--- config.mk ---
export PLATFORM = sky130hd
export DESIGN_NAME = neureka_outfeat_packer
export DESIGN_NICKNAME = d
export VERILOG_FILES = /design/src/rtl/neureka_outfeat_packer.sv
export SDC_FILE = /design/constraint.sdc
export NUM_CORES = 2
export LEC_CHECK = 0
export ABC_AREA = 1
export BUFFER_PORTS_ARGS = -buffer_cell sky130_fd_sc_hd__clkbuf_2
export CAP_MARGIN = 15
export CORE_ASPECT_RATIO = 0.9
export CORE_MARGIN = 1
export CORE_UTILIZATION = 30
export DETAILED_ROUTE_END_ITERATION = 8
export MAX_ROUTING_LAYER = met4
export PLACE_DENSITY = 0.48
export SLEW_MARGIN = 30
export SYNTH_ARGS = -nofsm -noshare
export SYNTH_HDL_FRONTEND = slang
export SYNTH_SLANG_ARGS = --single-unit
--- constraint.sdc ---
create_clock -name clk_i -period 28.1 [get_ports clk_i]
set_input_delay 5.62 -clock clk_i [delete_from_list [all_inputs] [get_ports clk_i]]
set_output_delay 5.62 -clock clk_i [all_outputs]
set_load 0.02 [all_outputs]
--- src/rtl/neureka_outfeat_packer.sv ---
// neureka_outfeat_packer
// Takes the serialized engine store stream for one tile (NR_PE beats). Beats
// from masked-off PEs are consumed and dropped. Kept beats have their byte
// strobe trimmed to the first k_rem bytes and go through a 2-entry skid
// buffer. The buffer head register drives pop_*.
// Optional feature: define NEUREKA_PACKER_PERF_EN to add stall_cnt_o, a
// saturating count of cycles where pop_valid_o=1 and pop_ready_i=0.
module neureka_outfeat_packer #(
    parameter int NR_PE = 9,
    parameter int DW    = 256
) (
    input  logic             clk_i,
    input  logic             rst_i,
    input  logic             clear_i,
    input  logic             start_i,
    input  logic [NR_PE-1:0] pe_mask_i,
    input  logic [5:0]       k_rem_i,
    input  logic             push_valid_i,
    output logic             push_ready_o,
    input  logic [DW-1:0]    push_data_i,
    input  logic [DW/8-1:0]  push_strb_i,
    output logic             pop_valid_o,
    input  logic             pop_ready_i,
    output logic [DW-1:0]    pop_data_o,
    output logic [DW/8-1:0]  pop_strb_o,
    output logic             busy_o,
`ifdef NEUREKA_PACKER_PERF_EN
    output logic             done_o,
    output logic [31:0]      stall_cnt_o
`else
    output logic             done_o
`endif
);
    localparam int NB = DW / 8;
    localparam int CW = (NR_PE > 1) ? $clog2(NR_PE) : 1;

    typedef enum logic [1:0] {IDLE, RUN, DRAIN} state_e;

    state_e           state_q, state_d;
    logic [CW-1:0]    pe_cnt_q, pe_cnt_d;
    logic [NR_PE-1:0] mask_q;
    logic [5:0]       krem_q;
    logic [1:0]       cnt_q, cnt_d;
    logic [DW-1:0]    dat0_q, dat0_d, dat1_q, dat1_d;
    logic [NB-1:0]    strb0_q, strb0_d, strb1_q, strb1_d;
    logic             done_q, done_d;
    logic             start_acc, push_fire, keep_fire, pop_fire;
    logic             last_beat, cur_keep;
    logic [NB-1:0]    strb_in;

    // Byte mask with the lowest k bytes set; k=0 or k beyond the beat width
    // selects every byte.
    function automatic logic [NB-1:0] byte_mask(input logic [5:0] k);
        logic [NB-1:0] m;
        for (int i = 0; i < NB; i++) begin
            m[i] = (k == 6'd0) || (i < int'(k));
        end
        return m;
    endfunction

    assign start_acc   = (state_q == IDLE) && start_i && !clear_i;
    assign cur_keep    = mask_q[pe_cnt_q];
    assign last_beat   = (pe_cnt_q == CW'(NR_PE - 1));
    assign push_fire   = push_valid_i && push_ready_o;
    assign keep_fire   = push_fire && cur_keep;
    assign pop_valid_o = (cnt_q != 2'd0);
    assign pop_fire    = pop_valid_o && pop_ready_i;
    assign pop_data_o  = dat0_q;
    assign pop_strb_o  = strb0_q;
    assign strb_in     = push_strb_i & byte_mask(krem_q);
    assign done_o      = done_q;

    // FSM state register
    always_ff @(posedge clk_i or posedge rst_i) begin
        if (rst_i) state_q <= IDLE;
        else       state_q <= state_d;
    end

    // FSM next state; DRAIN exits once the buffer will be empty next cycle
    always_comb begin
        state_d = state_q;
        unique case (state_q)
            IDLE:    if (start_i) state_d = RUN;
            RUN:     if (push_fire && last_beat) state_d = DRAIN;
            DRAIN:   if (cnt_d == 2'd0) state_d = IDLE;
            default: state_d = IDLE;
        endcase
        if (clear_i) state_d = IDLE;
    end

    // FSM outputs: dropped beats never stall, kept beats wait for buffer space
    always_comb begin
        push_ready_o = 1'b0;
        if (state_q == RUN) push_ready_o = !cur_keep || (cnt_q != 2'd2);
        busy_o = (state_q != IDLE);
        done_d = (state_q == DRAIN) && (cnt_d == 2'd0) && !clear_i;
    end

    // PE beat counter next state
    always_comb begin
        pe_cnt_d = pe_cnt_q;
        if (clear_i || start_acc) pe_cnt_d = '0;
        else if (push_fire)       pe_cnt_d = last_beat ? '0 : pe_cnt_q + CW'(1);
    end

    // Skid buffer next state; entry 0 is always the head shown on pop_*
    always_comb begin
        cnt_d   = cnt_q;
        dat0_d  = dat0_q;
        strb0_d = strb0_q;
        dat1_d  = dat1_q;
        strb1_d = strb1_q;
        if (clear_i) begin
            cnt_d = 2'd0;
        end else begin
            case ({keep_fire, pop_fire})
                2'b10: begin
                    if (cnt_q == 2'd0) begin
                        dat0_d  = push_data_i;
                        strb0_d = strb_in;
                    end else begin
                        dat1_d  = push_data_i;
                        strb1_d = strb_in;
                    end
                    cnt_d = cnt_q + 2'd1;
                end
                2'b01: begin
                    dat0_d  = dat1_q;
                    strb0_d = strb1_q;
                    cnt_d   = cnt_q - 2'd1;
                end
                2'b11: begin
                    if (cnt_q == 2'd1) begin
                        dat0_d  = push_data_i;
                        strb0_d = strb_in;
                    end else begin
                        dat0_d  = dat1_q;
                        strb0_d = strb1_q;
                        dat1_d  = push_data_i;
                        strb1_d = strb_in;
                    end
                end
                default: ;
            endcase
        end
    end

    // Control registers: beat counter, tile configuration, occupancy, done pulse
    always_ff @(posedge clk_i or posedge rst_i) begin
        if (rst_i) begin
            pe_cnt_q <= '0;
            mask_q   <= '0;
            krem_q   <= '0;
            cnt_q    <= 2'd0;
            done_q   <= 1'b0;
        end else begin
            pe_cnt_q <= pe_cnt_d;
            cnt_q    <= cnt_d;
            done_q   <= done_d;
            if (start_acc) begin
                mask_q <= pe_mask_i;
                krem_q <= k_rem_i;
            end
        end
    end

    // Buffer payload registers; zeroed on reset so pop_* starts clean
    always_ff @(posedge clk_i or posedge rst_i) begin
        if (rst_i) begin
            dat0_q  <= '0;
            strb0_q <= '0;
            dat1_q  <= '0;
            strb1_q <= '0;
        end else begin
            dat0_q  <= dat0_d;
            strb0_q <= strb0_d;
            dat1_q  <= dat1_d;
            strb1_q <= strb1_d;
        end
    end

`ifdef NEUREKA_PACKER_PERF_EN
    logic [31:0] stall_q;

    function automatic logic [31:0] sat_inc(input logic [31:0] v);
        return (v == 32'hFFFF_FFFF) ? v : v + 32'd1;
    endfunction

    // Backpressure stall counter, restarted per tile
    always_ff @(posedge clk_i or posedge rst_i) begin
        if (rst_i)                          stall_q <= '0;
        else if (clear_i || start_acc)      stall_q <= '0;
        else if (pop_valid_o && !pop_ready_i) stall_q <= sat_inc(stall_q);
    end

    assign stall_cnt_o = stall_q;
`endif

endmodule

==> results_dict.tcl <==
set metrics [dict create \
    synth_top_family_by_area "compound AO/OA/AOI/OAI gates" \
    finalMaxSlewViolations 0 \
    synthToLayoutAreaGrowth_pct 24.1 \
    yosys.area_share.simple_pct 9.30 \
    cts_buffers 73 \
    p_leak_nw 16.2 \
    finalCriticalPeriod_ns 8.90 \
    fp.dieW_um 315 \
    core_area_um2 86500 \
    first_pass_iters 5 \
    ff2ff_path_depth 17 \
    htreeDepth 3 \
    critPathMaxFanout 73 \
    synth_top_area_share_pct 56.9 \
    start_util_pct 30.5 \
    ys_ff_latch 600 \
    ff2ff_setup_slack_ns 23.18 \
    synthMuxAreaShare_pct 4.75 \
    final.setup.tns_ns 0 \
    syn_inst 2862 \
    power_mw 3.56 \
    synth_seq_area_share_pct 56.9 \
    p_int_mw 2.22 \
    status "completed" \
    yosys_warnings 0 \
    min_path_cells 2 \
    rsz0062_at_grt "no" \
    grt_pass1_wl_um 134000 \
    p_clk_share_pct 27.1 \
    yosysTopAreaCell "dfrtp_1" \
    cts_tree "yes" \
    clk_latency_ns 0.61 \
    die_height_um 283 \
    layout-drive-gt1-share_pct 25.7 \
    min-delay-path-class "register to register" \
    clockBufferDepth 3 \
    post-cts-setup-buffer-count 0 \
    timing.rr.end "pop_data_o[93]" \
    cts.sinks 600 \
    syn_area_per_cell_um2 9.21 \
    async_reset_ff_share_pct 100 \
    pwr-share-seq_pct 41.5 \
    yosysMostFrequentCell "a21oi_1" \
    finalClockSkew_ns 0.0226 \
    worst_setup_path_start_kind "input pin" \
    final_nets 3660 \
    drt-total-wl_um 86700 \
    design.die.area_um2 89100 \
    vias 22300 \
    antenna_found_initial 18 \
    cp-end-kind "register" \
    first_global_vias 21800 \
    ys_types 42 \
    criticalPathCategory "input pin to register" \
    synth.net_count 3180 \
    crit_arrival_ns 9.44 \
    grt_max_degree 237 \
    synth_xor_area_share_pct 0.0332 \
    power.density_nw_per_um2 109 \
    slew_headroom_pct 32.9 \
    drt_iter0_markers 1456 \
    drc 0 \
    finalHoldViolCount 0 \
    worstHoldStart "dat1_q[17]" \
    vdd_drop_max_v 0.0000483 \
    synth_flop_cell "dfrtp_1" \
    ant_nets 0 \
    power.switching_mw 1.34 \
    cts_hold_buffers 0 \
    fin_crit_sh_pct 31.7 \
    holdPathEnd "dat1_q[17]" \
    grt.total_usage_pct 19.5 \
    clk_pin_slew_worst_paths_ns 0.06 \
    dpl.hpwl_um 52300 \
    synthTopCellsByCount "a21oi_1 (785), dfrtp_1 (600), nand2_1 (521)" \
    syn_area_um2 26400 \
    finalSetupViolCount 0 \
    r2r-start "pe_cnt_q[0]" \
    fmax_ghz 0.112 \
    swShare_pct 37.7 \
    synth.area.top_cells "dfrtp_1 (57%), a21oi_1 (15%), nand2_1 (7.4%)" \
    cts_resized 0 \
    required_ns 28.63 \
    place_congestion 0.822 \
    grt-ovfl-total 0 \
    portBuffers 600 \
    viasPerCell 4.89 \
    maxCapViolations 0 \
    io_pins 601 \
    synth_edf_count 0 \
    wl_per_cell_um 19.0 \
    cts-root-buf "clkbuf_16" \
    num_rows 102 \
    p_comb_share_pct 31.4 \
    worstMarginPinSlew_ns 1.01 \
    synth_compound_area_share_pct 21.5 \
    yosys.area_share.adder_pct 0.427 \
    fillers 8963 \
]
kinds of logic (layout without fill, tap and decap cells):
family | count (synthesis) | after routing
compound gates | 1098 | 1098
xor+xnor | 1 | 1
fa+ha+maj | 9 | 9
buf+inv | 437 | 970
flops | 600 | 600
mux | 99 | 99
other cells | 0 | 19
simple gates | 618 | 618
cell usage in the layout (no fill, tap or decap), types with 4 or more instances in the layout:
cell / count
inv_1: 203
nand3_1: 26
buf_4: 13
dfrtp_1: 600
buf_16: 5
nor2_1: 43
mux2_2: 62
buf_12: 5
a31oi_1: 93
or2_0: 5
o31ai_1: 5
ha_1: 9
clkbuf_1: 13
clkbuf_2: 600
o21ai_0: 203
nand4_1: 5
buf_6: 6
inv_6: 6
bufinv_16: 5
clkbuf_16: 74
clkbuf_8: 11
diode_2: 19
mux2_4: 37
inv_2: 4
nand2_1: 520
clkinv_2: 16
a21oi_1: 785
power groups by stage:
stage                     sequential, mW  combinational (mW)  clock, mW
after detailed placement            1.49                1.13          0
after global routing                1.53                1.24       1.02
after CTS                           1.48                1.13      0.990
after global placement              1.49                1.12          0
final                               1.48                1.12      0.962
after floorplan                     1.71               0.459          0
how the worst max path moves through the flow:
| stage | start | slack [ns] | endpoint |
|---|---|---|---|
| floorplan | rst_i | 5.69 | cnt_q[0] |
| global placement | push_valid_i | 17.90 | dat1_q[152] |
| detailed placement | push_valid_i | 18.04 | dat1_q[85] |
| CTS | push_valid_i | 18.72 | dat1_q[111] |
| global route | push_valid_i | 18.91 | dat1_q[104] |
| finish | push_valid_i | 19.20 | pop_data_o[93] |
through the flow:
stage | worst slack, ns | cells | hold slack [ns] | cell area (µm²) | util (%)
floorplan | 5.69 | 2862 | 0.452 | 26400 | -
global placement | 17.90 | 4405 | 0.468 | 30000 | 34.7
detailed placement | 18.04 | 4405 | 0.471 | 30100 | 34.7
CTS | 18.72 | 4533 | 0.487 | 32500 | 37.6
global route | 18.91 | 4557 | 0.501 | 32700 | 37.8
finish | 19.20 | 4558 | 0.482 | 32700 | 37.8
per-layer routing:
layer  vias to the layer above  share of wire [%]  global-route usage, %
met4                         0                2.4                   6.13
met5                         -                  0                      -
met1                     10800                 44                   25.6
met2                       668                 45                   28.6
li1                      10700                  -                      -
met3                       132                8.2                   6.06
critical path, cell delays in order:
cell and delay, ns:
clkbuf_2 0.09, nand3_1 0.18, inv_1 0.12, nand2_1 0.10, ha_1 0.24, nor2_4 0.15, buf_4 0.76, buf_4 0.84
buf_4 0.84, a21oi_1 0.18, a21oi_1 0.18
area by class of cell:
cell class | count | area [µm²] | share of cell area (%)
diodes | 19 | 47.5 | 0.145
clock buffers | 98 | 2050 | 6.27
clock inverters | 30 | 384 | 1.17
inverters | 213 | 833 | 2.55
multi-input cells | 1825 | 9550 | 29.2
flip-flops and latches | 600 | 15000 | 45.9
well taps | 1144 | 1430 | 4.38
repair buffers | 629 | 3410 | 10.4
registers in the layout, indices dropped and copies added (netlist names):
name and count:
mask_q 9, dat1_q 256, strb1_q 32, pop_data_o 256, pe_cnt_q 4, krem_q 6, state_q 2, done_o 1
pop_strb_o 32, cnt_q 2
Power figures use the tool's default switching activity.
